`src/rtl/telemetry_tx.sv`:
```
// Periodic telemetry framer: snapshots battery/current/torque and feeds a 9-byte
// frame (AA 55, six payload bytes, inverted checksum) to a byte-wide UART.
module telemetry_tx #(
  parameter int PERIOD_CYCLES = 1048576
) (
  input  logic        clk,
  input  logic        rst_n,
  input  logic        en,
  input  logic [11:0] batt_v,
  input  logic [11:0] avg_curr,
  input  logic [11:0] avg_torque,
  input  logic        tx_done,
  output logic        trmt,
  output logic [7:0]  tx_data,
  output logic        busy
);

  localparam logic [23:0] RELOAD = 24'(PERIOD_CYCLES - 1);

  typedef enum logic [1:0] {IDLE, LOAD, WAIT} state_t;

  state_t      state_q;
  logic [23:0] cnt_q, cnt_d;
  logic        pend_q, pend_d;
  logic [3:0]  idx_q;
  logic        guard_q;
  logic [7:0]  csum_q;
  logic [11:0] snap_v_q, snap_c_q, snap_t_q;
  logic        trmt_q, busy_q;
  logic [7:0]  tx_data_q;
  logic [7:0]  cur_byte;
  logic        tick, start;

  assign tick  = (cnt_q == 24'd0);
  assign start = (state_q == IDLE) && pend_q && en;

  // A tick in the same cycle a frame starts re-arms pending for the next frame.
  always_comb begin
    cnt_d  = tick ? RELOAD : cnt_q - 24'd1;
    pend_d = pend_q;
    if (start)       pend_d = 1'b0;
    if (tick && en)  pend_d = 1'b1;
  end

  always_ff @(posedge clk or negedge rst_n) begin
    if (!rst_n) begin
      cnt_q  <= RELOAD;
      pend_q <= 1'b0;
    end else begin
      cnt_q  <= cnt_d;
      pend_q <= pend_d;
    end
  end

  always_comb begin
    cur_byte = 8'h00;
    case (idx_q)
      4'd0: cur_byte = 8'hAA;
      4'd1: cur_byte = 8'h55;
      4'd2: cur_byte = {4'h0, snap_v_q[11:8]};
      4'd3: cur_byte = snap_v_q[7:0];
      4'd4: cur_byte = {4'h0, snap_c_q[11:8]};
      4'd5: cur_byte = snap_c_q[7:0];
      4'd6: cur_byte = {4'h0, snap_t_q[11:8]};
      4'd7: cur_byte = snap_t_q[7:0];
      4'd8: cur_byte = ~csum_q;
      default: cur_byte = 8'h00;
    endcase
  end

  always_ff @(posedge clk or negedge rst_n) begin
    if (!rst_n) begin
      state_q   <= IDLE;
      idx_q     <= 4'd0;
      guard_q   <= 1'b0;
      csum_q    <= 8'h00;
      snap_v_q  <= 12'h000;
      snap_c_q  <= 12'h000;
      snap_t_q  <= 12'h000;
      trmt_q    <= 1'b0;
      tx_data_q <= 8'h00;
      busy_q    <= 1'b0;
    end else begin
      trmt_q <= 1'b0;
      case (state_q)
        IDLE: begin
          if (pend_q && en) begin
            snap_v_q <= batt_v;
            snap_c_q <= avg_curr;
            snap_t_q <= avg_torque;
            idx_q    <= 4'd0;
            csum_q   <= 8'h00;
            busy_q   <= 1'b1;
            state_q  <= LOAD;
          end
        end
        LOAD: begin
          trmt_q    <= 1'b1;
          tx_data_q <= cur_byte;
          if (idx_q >= 4'd2 && idx_q <= 4'd7) csum_q <= csum_q + cur_byte;
          guard_q   <= 1'b1;
          state_q   <= WAIT;
        end
        WAIT: begin
          // tx_done is still the previous byte's stale flag while trmt is high.
          guard_q <= 1'b0;
          if (!guard_q && tx_done) begin
            if (idx_q == 4'd8) begin
              busy_q  <= 1'b0;
              state_q <= IDLE;
            end else begin
              idx_q   <= idx_q + 4'd1;
              state_q <= LOAD;
            end
          end
        end
        default: state_q <= IDLE;
      endcase
    end
  end

  assign trmt    = trmt_q;
  assign tx_data = tx_data_q;
  assign busy    = busy_q;

endmodule

```
`config.mk`:
```
export PLATFORM = sky130hd
export DESIGN_NAME = telemetry_tx
export DESIGN_NICKNAME = d
export VERILOG_FILES = /design/src/rtl/telemetry_tx.sv
export SDC_FILE = /design/constraint.sdc
export NUM_CORES = 1
export LEC_CHECK = 0
export BUFFER_PORTS_ARGS = -buffer_cell sky130_fd_sc_hd__clkbuf_2
export CORE_MARGIN = 2
export CORE_UTILIZATION = 63
export CTS_CLUSTER_DIAMETER = 100
export DETAILED_ROUTE_END_ITERATION = 6
export GPL_TIMING_DRIVEN = 0
export MAX_ROUTING_LAYER = met4
export PLACE_DENSITY = 0.92
export SYNTH_ARGS = -nofsm -noshare
export SYNTH_HDL_FRONTEND = slang
export SYNTH_SLANG_ARGS = --single-unit
export TNS_END_PERCENT = 20
```
`constraint.sdc`:
```
create_clock -name clk -period 6.1 [get_ports clk]
set_input_delay 0 -clock clk [delete_from_list [all_inputs] [get_ports clk]]
set_output_delay 0 -clock clk [all_outputs]
set_load 0.02 [all_outputs]
```
Yosys cells after proc, flatten, opt, wreduce, memory -nomap -nowiden
Index checks and enable logic that the tools add are counted.
Storage, ports and cells
  flip-flop bits (word level): 86
  input bits: 40
  output and inout port bits: 10
  word-level logic and storage cells: 73
Operators by class
  reductions and logical operators: 19
  bitwise gates (word level): 1
  $lt $le $gt $ge: 2
  equal/unequal tests: 15
  $add $sub $neg: 3
  multiplexer cells: 21
Operators with widths (count)
  one-hot mux 8 bit (9 select lines): 1
  zero test 24 bit: 1
  two-way mux 24 bit: 1
  subtractor 24 x 1 -> 24 bit (second input constant): 1
  == test 4 x 3 -> 1 bit (second input constant): 4
  two-way mux 8 bit: 2
  one-hot mux 8 bit (2 select lines): 1
  two-way mux 4 bit: 3
  adder 8 bit: 1
  == test 4 x 2 -> 1 bit (second input constant): 2
  inequality test 2 bit (second input constant): 4
  inverter 8 bit: 1
  one-hot mux 4 bit (2 select lines): 1
  AND reduction 4 bit: 2
  nonzero test 2 bit: 4
  two-way mux 1 bit: 7
  logical AND 1 bit: 6
  one-hot mux 2 bit (3 select lines): 1
  adder 4 x 1 -> 4 bit (second input constant): 1
  == test 4 x 1 -> 1 bit (second input constant): 1
  == test 4 bit (second input constant): 1
  >= comparator 4 x 2 -> 1 bit (second input constant): 1
  less-or-equal comparator 4 x 3 -> 1 bit (second input constant): 1
  zero test 4 bit: 1
  9 further kinds: 12

Logic depth before layout (Yosys ltp)
Gate-level depths: netlist of run 1.
  depth in word-level cells: 5
  mapped depth: 14
  gate-level depth less buffers: 13

Least setup slack after synthesis of run 1
Ideal clock, no wire load.
  path kind: reg2reg
  start: register idx_q[2]
  end: register csum_q[6]
  setup time: 0.121 ns
  slack: 3.144 ns
  data required time: 5.979 ns
  buffers on the path: 2
  clock period less this slack: 2.956 ns
  stages on the path, launching flop included: 14
  arrival time: 2.835 ns
  cell sequence: dfrtp_1 > clkbuf_1 > clkbuf_1 > mux2i_1 > nor2_1 > a221oi_1 > o21ai_0 > ha_1 > fa_1 > a21o_1 > a21oi_1 > o21ai_0 > xor2_1 > a22o_1
Between the ends
  cells in the longest elaborated chain, start to end: 5
  elaborated cells on any way between the ends: 18
  classes of those cells: 1 x add/sub; 2 x order compare; 9 x eq/ne; 3 x mux; 3 x reduce/logical
RTL lines
  start, declared: line 25  | logic [3:0] idx_q;
  start signal, assigned: line 112  | idx_q <= idx_q + 4'd1;
  == test 4 bit, or another cell as far along: line 57  | case (idx_q)
  one-hot mux 8 bit (9 select lines) (*): line 57
  named net cur_byte[0]: line 31  | logic [7:0] cur_byte;
  adder 8 bit (*): line 100  | if (idx_q >= 4'd2 && idx_q <= 4'd7) csum_q <= csum_q + cur_byte;
  two-way mux 8 bit (*): line 100
  one-hot mux 8 bit (2 select lines) (*): line 85  | case (state_q)
  end signal, assigned: line 100
  end, declared: line 27  | logic [7:0] csum_q;
The timed path passes the listed nets; every way through them passes the cells marked *. The select of a mux whose other input is x is not followed.
A chain may end at the register's enable or synchronous reset.

Worst setup path in the final report of run 1
Same ends and word-level chain as after synthesis.

==> run metrics, run 1 <==
nature of the critical path endpoint flip-flop; fillers 356; fin util ~80%; Worst Setup EP csum_q[6]$_DFFE_PN0P_; Top FF cell, synth dfrtp_1; post-synthesis cell type count 49; leakage power ~2.4 nW; Final ANT Viol Nets 0; Synth Area in Simple Gates about an eighth; total routed wirelength 11400 microns; dpl cell area 4680 sq um; synthesized cell area about 4300 sq um; Yosys reg bits 86; Post-DP HPWL 6590 microns; setup_tns 0 ps; WL per Instance 20.0 microns; WP data required 6350 ps; Max-slew headroom 50.4%; port buffer count 49; asr flop ratio synth 100%; sequential-to-total area share from yosys stat 50.6%; CP startpoint idx_q[2]$_DFFE_PN0P_; main combinational cell family by area after synthesis multiplexers; vias per cell roughly 6.3; Initial Utilization 64.4%; CORE AREA ~6700 sq um; Gate Count Post-Synth approximately 390; Die Y 86.6 microns; die area 7500 sq um; Crit Reg-Reg Startpoint idx_q[2]$_DFFE_PN0P_; total gr overflow 0; post-synthesis area per instance 11.2 sq um; worst-margin pin slew approximately 740 ps; Post-CTS Hold Fix Bufs 38; clock-pin transition on the worst setup and hold timing paths 90 ps; PwrDens 421 nW/um^2; worst r2r path cells 13; status finished clean; postcts setup bufs 0; XOR/XNOR Fraction of Synth Area 4.28%; Peak VDD IR 0.266 mV; first-pass GRT wire length between 15000 and 20000 microns; vias in the first global route 3747; routability cong. 0.859; CTS tree built; Critical Path Start Type flip-flop; Sink Count 86; num ports 50; post-synthesis mux area share 13.8%; Hold Vio Cnt, Final 0; Achievable Freq 0.265 GHz; Clock Latency Late Sink 370 ps; multi-input combinational cell area 2010 sq um; H-tree depth 3; Post-synth EDFFs 0; final setup vio count 0; critical path class flip-flop to flip-flop; Synthesized Nets 443; critical path data arrival time 4030 ps; Setup Skew 21.2 ps; reg-to-reg critical path endpoint csum_q[6]$_DFFE_PN0P_; Compound-Gate Fraction of Synth Area 11.2%; Final Critical Period 3780 ps; max-cap violation count 0; R2R setup slack 2320 ps; crit path max fanout 10; Finished Cell Area about 5300 sq um; initial antenna violation count 0; Rows 30; Period Utilization, post-route 61.9%; P&R area growth vs syn 22.5%; worst hold path type input pin to flip-flop; Final nets 542; largest net degree at the start of global routing 47; gr usage total 34.3%; post-synthesis adder-cell area fraction 5.41%; Final Max Slew Viols 0; share of layout cells above drive strength 1 28.8%; drt first pass iters 5; CTS max path bufs 2; post_cts resized 0; clk root buf clkbuf_8; Num CTS Buffers 9; Tot Pwr 0.00222 W; Die X 86.6 microns; Ys Warns 0; DRC 0; n_diodes 0; Vias 3591; 1st-iter DRT viols ~330; RSZ-0062 raised after global routing no; register area 2180 sq um
## final cells by class
type | instances | share of cell area, %
repair buffers | 88 | 12.4
multi-input cells | 270 | 38.1
clock buffers | 10 | 2.42
plain buffers | 16 | 1.28
flip-flops and latches | 86 | 41.3
inverters | 13 | 0.926
clock inverters | 6 | 1.64
well taps | 80 | 1.90
## critical path, stage by stage, from the launching register on
cell and delay [ps]:
dfrtp_1 330, clkbuf_1 380, clkbuf_1 490, mux2i_1 350
nor2_1 70, a221oi_1 190, o21ai_0 230, ha_1 280
fa_1 410, a21o_1 180, a21oi_1 240, o21ai_0 160
xor2_1 160, a22o_1 190
## metrics by stage
stage                     worst slack (ps)  hold slack (ps)  std cells
after floorplan                       3140             -296        385
after global placement                2600              233        514
after detailed placement              2480             46.8        515
after CTS                             2460              135        569
after global routing                  2200              233        569
final                                 2320              154        569
## state kept, by name, summed over array words and instances (netlist names), 2 cells and up
name / cells
tx_data: 8
idx_q: 4
snap_t_q: 12
snap_c_q: 12
csum_q: 8
cnt_q: 24
state_q: 2
snap_v_q: 12
## synth_stat cells (all sizes together) (3+ instances only)
cell type  instances  area share, %
a21oi              9            1.0
a22o               6            1.2
a22oi              6            1.0
a31oi              3           0.44
a32oi              3           0.61
clkbuf            14            1.2
dfrtp             66             38
dfstp             20             12
ha                17            4.9
inv               13            1.1
mux2              49             13
mux2i              4           0.93
nand2             44            3.9
nand3             12            1.4
nor2              22            1.9
nor2b              3           0.44
nor3               8            1.3
o21ai             25            2.9
or4                3           0.79
xnor2             14            2.9
xor2               7            1.4
## cells in the final DEF (no fill, tap or decap), types with 4 or more instances in the layout
cell / instances
clkbuf_8: 9
nand3_1: 12
ha_1: 17
xnor2_1: 14
dfstp_2: 20
nor3_1: 6
mux2i_1: 4
dlygate4sd3_1: 38
clkbuf_1: 15
xor2_1: 7
dfrtp_1: 66
nor2_1: 22
a22oi_1: 6
inv_1: 13
nand2_1: 43
mux2_2: 49
clkbuf_2: 48
a21oi_1: 9
o21ai_0: 25
a22o_1: 6
## layer usage
layer	vias to the layer above	GRT usage (%)	wire length (microns)	share of wire (%)
met4	0	14.9	439	3.9
met3	49	6.48	812	7.1
met2	214	54.9	5760	51
li1	1577	-	-	-
met5	-	-	0	0
met1	1751	42.9	4350	38
## cell families after synthesis
logic type / Yosys count
simple gates: 106
compound gates: 72
flops: 86
buf+inv: 29
fa+ha+maj: 18
mux: 53
xor+xnor: 21
## report_power, final
part | total (W) | internal [W] | switching (W) | leakage (nW)
registers | 0.000867 | 0.000742 | 0.000126 | 1.05
clock network | 0.000444 | 0.000230 | 0.000215 | 0.0962
logic | 0.000906 | 0.000394 | 0.000512 | 1.24
total | 0.00222 | 0.00137 | 0.000852 | 2.39
## how the worst min path moves through the flow
stage,start,to,slack (ps),cells past startpoint
detailed placement,rst_n,snap_v_q[5]$_DFFE_PN0P_,50,1
global route,rst_n,snap_v_q[5]$_DFFE_PN0P_,230,2
finish,tx_done,state_q[0]$_DFFE_PN0P_,150,5
CTS,tx_done,state_q[0]$_DFFE_PN0P_,140,5
global placement,batt_v[10],snap_v_q[10]$_DFFE_PN0P_,230,2
floorplan,rst_n,busy$_DFFE_PN0P_,-300,0
Note: power is estimated with default switching activity, not from simulation.
==> inputs of run 2 (changes only) <==
--- a/config.mk
+++ b/config.mk
@@ -7,12 +7,12 @@
 export LEC_CHECK = 0
 export BUFFER_PORTS_ARGS = -buffer_cell sky130_fd_sc_hd__clkbuf_2
 export CORE_MARGIN = 2
-export CORE_UTILIZATION = 63
+export CORE_UTILIZATION = 58
 export CTS_CLUSTER_DIAMETER = 100
 export DETAILED_ROUTE_END_ITERATION = 6
 export GPL_TIMING_DRIVEN = 0
 export MAX_ROUTING_LAYER = met4
-export PLACE_DENSITY = 0.92
+export PLACE_DENSITY = 0.86
 export SYNTH_ARGS = -nofsm -noshare
 export SYNTH_HDL_FRONTEND = slang
 export SYNTH_SLANG_ARGS = --single-unit
==> constraint.sdc (replaced) <==
create_clock -name clk -period 3.7 [get_ports clk]
set_input_delay 0 -clock clk [delete_from_list [all_inputs] [get_ports clk]]
set_output_delay 0 -clock clk [all_outputs]
set_load 0.02 [all_outputs]
==> run 2 against run 1 <==
Compared with the run above:
- sequential power up 65%
- final area up 0.55%
- combinational power up 59%
- global-route usage down 6.2 points
==> run metrics, run 2 (synthesis gave the netlist of run 1 again) <==
Hold Vio Cnt, Final 0 (unchanged); routability cong. 0.881 (was 0.859); nature of the critical path endpoint flip-flop (unchanged); Sw Ratio 37.5% (was 38.4%); largest net degree at the start of global routing 50 (was 47); post-route non-filler standard cell count 587 (was 569); sequential share of power 39.8% (was 39.1%); Period Utilization, post-route 90.5% (was 61.9%); most flop-heavy register cnt_q (unchanged); logic gate share of total power 39.8% (was 40.9%); RSZ-0062 raised after global routing no (unchanged); Num CTS Buffers 9 (unchanged); max FFs per register 24 (unchanged); Worst Setup EP csum_q[7]$_DFFE_PN0P_ (was csum_q[6]$_DFFE_PN0P_); initial antenna violation count 0 (unchanged); Die Y 90.1 microns (was 86.6 microns); R2R setup slack 350 ps (was 2320 ps); dpl cell area 4690 sq um (was 4680 sq um); WL per Instance 17.9 microns (was 20.0 microns); H-tree depth 3 (unchanged); critical path class flip-flop to flip-flop (unchanged); drt first pass iters 6 (was 5); clock-pin transition on the worst setup and hold timing paths 80 ps (was 90 ps); clk root buf clkbuf_8 (unchanged); critical path data arrival time 3590 ps (was 4030 ps); max-cap violation count 0 (unchanged); setup_tns 0 ps (unchanged); worst hold path type input pin to flip-flop (unchanged); Final Max Slew Viols 0 (unchanged); Crit Reg-Reg Startpoint idx_q[1]$_DFFE_PN0P_ (was idx_q[2]$_DFFE_PN0P_); Final ANT Viol Nets 0 (unchanged); Achievable Freq 0.299 GHz (was 0.265 GHz); Final nets 541 (was 542); Peak VDD IR 0.537 mV (was 0.266 mV); n_diodes 0 (unchanged); Max-slew headroom 55.3% (was 50.4%); CTS max path bufs 2 (unchanged); 1st-iter DRT viols 333 (was 325); status finished clean (unchanged); P&R area growth vs syn 23.2% (was 22.5%); port buffer count 49 (unchanged); min setup slack post-route 352 ps (was 2320 ps); first-pass GRT wire length 17400 microns (was 18900 microns); Final Critical Period 3350 ps (was 3780 ps); die area 8120 sq um (was 7500 sq um); gr usage total 28.1% (was 34.3%); total routed wirelength 10500 microns (was 11400 microns); worst-margin pin slew 670 ps (was 743 ps); switching pwr 0.00135 W (was 0.000852 W); Vias 3457 (was 3591); Rows 31 (was 30); Internal Power 0.00226 W (was 0.00137 W); Setup Skew 10.8 ps (was 21.2 ps); Critical Path Start Type flip-flop (unchanged); clock network fraction of design power 20.4% (was 20.0%); Finished Cell Area 5300 sq um (was 5270 sq um); postcts setup bufs 0 (unchanged); leakage power 2.40 nW (was 2.39 nW); leading cell types in the layout, fill and taps excluded 66 x dfrtp_1, 50 x clkbuf_2, 49 x mux2_2 (was 66 x dfrtp_1, 49 x mux2_2, 48 x clkbuf_2); share of layout cells above drive strength 1 29.9% (was 28.8%); num ports 50 (unchanged); Sink Count 86 (unchanged); WP data required 3940 ps (was 6350 ps); total gr overflow 0 (unchanged); DRC 0 (unchanged); dpl ws 75.6 ps (was 2480 ps); vias per cell 5.89 (was 6.31); worst r2r path cells 14 (was 13); CORE AREA 7210 sq um (was 6680 sq um); reg-to-reg critical path endpoint csum_q[7]$_DFFE_PN0P_ (was csum_q[6]$_DFFE_PN0P_); PwrDens 681 nW/um^2 (was 421 nW/um^2); vias in the first global route 3575 (was 3747); crit path max fanout 10 (unchanged); Clock Latency Late Sink 360 ps (was 370 ps); commonest non-fill, non-tap cell in the layout dfrtp_1 (unchanged); CTS tree built (unchanged); Die X 90.1 microns (was 86.6 microns); final setup vio count 0 (unchanged); Post-DP HPWL 6490 microns (was 6590 microns); placed cells 534 (was 515); Initial Utilization 59.6% (was 64.4%); CP startpoint idx_q[1]$_DFFE_PN0P_ (was idx_q[2]$_DFFE_PN0P_)
==> run 2: changes by cell type in the layout (fill, tap and decap cells not counted), sizes merged <==
cell,before,now
clkbuf,73,71
clkinv,1,2
clkinvlp,3,2
inv,13,14
==> run 2: how the worst min path moves through the flow <==
stage,from,end,slack (ps),depth (start not counted)
after global placement,avg_torque[11],snap_t_q[11]$_DFFE_PN0P_,230,2
after global routing,tx_done,state_q[1]$_DFFE_PN0P_,220,4
after floorplan,rst_n,busy$_DFFE_PN0P_,-300,0
after detailed placement,rst_n,snap_v_q[3]$_DFFE_PN0P_,90,1
after CTS,tx_done,state_q[0]$_DFFE_PN0P_,120,5
final,tx_done,state_q[0]$_DFFE_PN0P_,140,5
==> run 2: area by class of cell <==
type,count,area (sq um)
plain buffers,15,66.3
flip-flops and latches,86,2180
repair buffers,88,648
fillers,484,1920
inverters,13,48.8
clock inverters,7,97.6
multi-input cells,270,2010
clock buffers,9,124
well taps,99,124
==> run 2: repair_timing <==
action / CTS / global route
endpoints found under the hold margin: 66 / 0
setup endpoints to repair: 0 / 3
hold buffers: 38 / 0
resized for setup: 0 / 6
==> run 2: power groups by stage <==
| stage | logic (W) | clock network (W) | registers [W] |
|---|---|---|---|
| after detailed placement | 0.00136 | 0 | 0.00141 |
| after global placement | 0.00130 | 0 | 0.00139 |
| after CTS | 0.00140 | 0.000733 | 0.00140 |
| after global routing | 0.00158 | 0.000784 | 0.00146 |
| after floorplan | 0.000976 | 0 | 0.00142 |
| final | 0.00144 | 0.000737 | 0.00143 |
==> run 2: stage by stage <==
step           power, W  hold WS, ps  util (%)
3_3_place_gp    0.00269          233      64.7
5_1_grt         0.00383          223      73.4
3_5_place_dp    0.00277         91.6      65.0
2_1_floorplan   0.00239         -296         -
4_1_cts         0.00353          123      73.4
6_report        0.00361          137      73.4
==> run 2: worst max-delay path: stages (launching register included) <==
cell and delay, ps:
dfrtp_1 470, inv_1 120, ha_1 190, clkbuf_2 220
a222oi_1 380, nor2_1 100, a21oi_1 240, o221ai_2 190
ha_1 310, a21o_1 160, o21ai_0 220, a32oi_1 170
xnor2_1 190, mux2i_1 190, o21ai_0 80
==> run 2: per-layer routing <==
layer / wire length (microns) / GRT usage (%) / vias to the layer above
met2: 5200 / 45.6 / 141
li1: - / - / 1566
met4: 257 / 11.4 / 0
met3: 630 / 4.86 / 24
met1: 4420 / 35.2 / 1726
met5: 0 / - / -
==> inputs of run 3 (changes only) <==
--- a/config.mk
+++ b/config.mk
@@ -9,10 +9,12 @@
 export CORE_MARGIN = 2
 export CORE_UTILIZATION = 58
 export CTS_CLUSTER_DIAMETER = 100
+export CTS_CLUSTER_SIZE = 12
 export DETAILED_ROUTE_END_ITERATION = 6
 export GPL_TIMING_DRIVEN = 0
 export MAX_ROUTING_LAYER = met4
 export PLACE_DENSITY = 0.86
+export REMOVE_ABC_BUFFERS = 1
 export SYNTH_ARGS = -nofsm -noshare
 export SYNTH_HDL_FRONTEND = slang
 export SYNTH_SLANG_ARGS = --single-unit
==> run 3 against run 2 <==
Compared with the run above:
- critical path depth shrank 2
- final area shrank 0.99%
- register-to-register slack lost 120 ps
==> run metrics, run 3 (synthesis gave the netlist of run 1 again) <==
initial antenna violation count 0 (unchanged); vias per cell 5.86 (was 5.89); H-tree depth 3 (unchanged); Sink Count 86 (unchanged); Crit Reg-Reg Startpoint idx_q[3]$_DFFE_PN0P_ (was idx_q[1]$_DFFE_PN0P_); P&R area growth vs syn 22.0% (was 23.2%); WHS Endpoint state_q[0]$_DFFE_PN0P_ (unchanged); Post-DP HPWL 6210 microns (was 6490 microns); critical path class flip-flop to flip-flop (unchanged); RSZ-0062 raised after global routing no (unchanged); multi-input combinational cell area 2010 sq um (about the same); leakage power 2.38 nW (was 2.40 nW); total routed wirelength 9520 microns (was 10500 microns); vias in the first global route 3404 (was 3575); Buf/Inv on CP 1 (was 2); Hold Vio Cnt, Final 0 (unchanged); Clock Latency Late Sink 360 ps (about the same); status finished clean (unchanged); largest net degree at the start of global routing 51 (was 50); PwrDens 670 nW/um^2 (was 681 nW/um^2); Vias 3356 (was 3457); critical path data arrival time 3720 ps (was 3590 ps); worst hold path type input pin to flip-flop (unchanged); WL per Instance 16.6 microns (was 17.9 microns); Initial Utilization 59.6% (unchanged); fillers 498 (was 484); final setup vio count 0 (unchanged); WP data required 3960 ps (was 3940 ps); max FFs per register 24 (unchanged); crit-path max cell delay 690 ps (was 470 ps); CP startpoint idx_q[3]$_DFFE_PN0P_ (was idx_q[1]$_DFFE_PN0P_); crit-path most repeated cell o21ai_0; CTS max path bufs 2 (unchanged); Tot Pwr 0.00352 W (was 0.00361 W); Num CTS Buffers 9 (unchanged); setup_tns 0 ps (unchanged); worst r2r path cells 12 (was 14); min setup slack post-route 233 ps (was 352 ps); routability cong. 0.806 (was 0.881); gr usage total 25.4% (was 28.1%); cell family with most CP delay compound AO/OA/AOI/OAI gates (unchanged); Peak VDD IR 0.364 mV (was 0.537 mV); Rows 31 (unchanged); total gr overflow 0 (unchanged); DRC 0 (unchanged); Period Utilization, post-route 93.7% (was 90.5%); worst hold path depth 5 (unchanged); CORE AREA 7210 sq um (unchanged); worst path cell trace inv_1, nand2_1, nor2_1, a221oi_1, o21ai_0, ha_1, fa_1, a21o_1, a21oi_1, o21ai_0, xor2_1, a22o_1 (was inv_1, ha_1, clkbuf_2, a222oi_1, nor2_1, a21oi_1, o221ai_2, ha_1, a21o_1, o21ai_0, a32oi_1, xnor2_1, mux2i_1, o21ai_0); crit path max fanout 16 (was 10); Die X 90.1 microns (unchanged); Die Y 90.1 microns (unchanged); first-pass GRT wire length 16000 microns (was 17400 microns); die area 8120 sq um (unchanged); slowest stage cell, crit path dfrtp_1 (unchanged); commonest non-fill, non-tap cell in the layout dfrtp_1 (unchanged); HP Start tx_done (unchanged); most flop-heavy register cnt_q (unchanged); Final nets 527 (was 541); port buffer count 49 (unchanged); Setup Skew 13.9 ps (was 10.8 ps); Final Critical Period 3470 ps (was 3350 ps); Achievable Freq 0.288 GHz (was 0.299 GHz); R2R setup slack 230 ps (was 350 ps); num ports 50 (unchanged); worst-margin pin slew 796 ps (was 670 ps); nature of the critical path endpoint flip-flop (unchanged); 1st-iter DRT viols 295 (was 333); leading cell types in the layout, fill and taps excluded 65 x dfrtp_1, 49 x mux2_2, 48 x clkbuf_2 (was 66 x dfrtp_1, 50 x clkbuf_2, 49 x mux2_2); CTS tree built (unchanged); Final Max Slew Viols 0 (unchanged); dpl ws 260 ps (was 75.6 ps); postcts setup bufs 0 (unchanged); register area 2180 sq um (about the same); clock-pin transition on the worst setup and hold timing paths 90 ps (was 80 ps); reg-to-reg critical path endpoint csum_q[6]$_DFFE_PN0P_ (was csum_q[7]$_DFFE_PN0P_); max-cap violation count 0 (unchanged); drt first pass iters 5 (was 6); share of layout cells above drive strength 1 30.8% (was 29.9%); Critical Path Start Type flip-flop (unchanged); Final ANT Viol Nets 0 (unchanged); clk root buf clkbuf_8 (unchanged); n_diodes 0 (unchanged); Max-slew headroom 46.8% (was 55.3%)
## run 3: worst min-delay path, cell delays in order
cell,delay (ps)
clkbuf_2,90
nand2b_1,60
a22oi_1,130
nand2_1,100
o21ai_0,70
## run 3: what timing repair did
item / in CTS / in global routing
gates resized for setup: 0 / 3
endpoints found under the setup margin: 0 / 2
hold buffers: 38 / 0
hold endpoints to repair: 73 / 0
## run 3: stage by stage
| step | hold slack [ps] | util (%) | instances | instance area (sq um) |
|---|---|---|---|---|
| floorplan | -296 | - | 369 | 4230 |
| global placement | 233 | 63.8 | 517 | 4600 |
| detailed placement | 29.6 | 64.6 | 519 | 4660 |
| CTS | 119 | 72.7 | 573 | 5240 |
| global route | 167 | 72.7 | 573 | 5250 |
| finish | 141 | 72.7 | 573 | 5250 |
## run 3: how the worst max path moves through the flow
stage / cells after the start / end
after floorplan: 11 / csum_q[6]$_DFFE_PN0P_
after global placement: 11 / csum_q[6]$_DFFE_PN0P_
after detailed placement: 11 / csum_q[6]$_DFFE_PN0P_
after CTS: 11 / csum_q[6]$_DFFE_PN0P_
after global routing: 12 / csum_q[6]$_DFFE_PN0P_
final: 12 / csum_q[6]$_DFFE_PN0P_
## run 3: metal layers
metal  vias up  share of wire [%]  track usage, %
li1       1545                  -               -
met4         0                3.9            12.4
met5         -                  0               -
met3        34                4.9            3.86
met2       129                 49            40.0
met1      1648                 42            32.4
## run 3: final cells by class
| cell class | count | area share, % |
|---|---|---|
| Sequential cell | 86 | 41.5 |
| Timing Repair Buffer | 89 | 12.9 |
| Inverter | 13 | 1.00 |
| Tap cell | 99 | 2.36 |
| Clock inverter | 7 | 1.53 |
| Multi-Input combinational cell | 270 | 38.3 |
| Clock buffer | 9 | 2.36 |
## run 3: power breakdown
part / internal, W / leakage (nW) / switching [W]
logic: 0.000638 / 1.22 / 0.000743
registers: 0.00122 / 1.05 / 0.000225
clock network: 0.000323 / 0.103 / 0.000364
total: 0.00218 / 2.38 / 0.00133
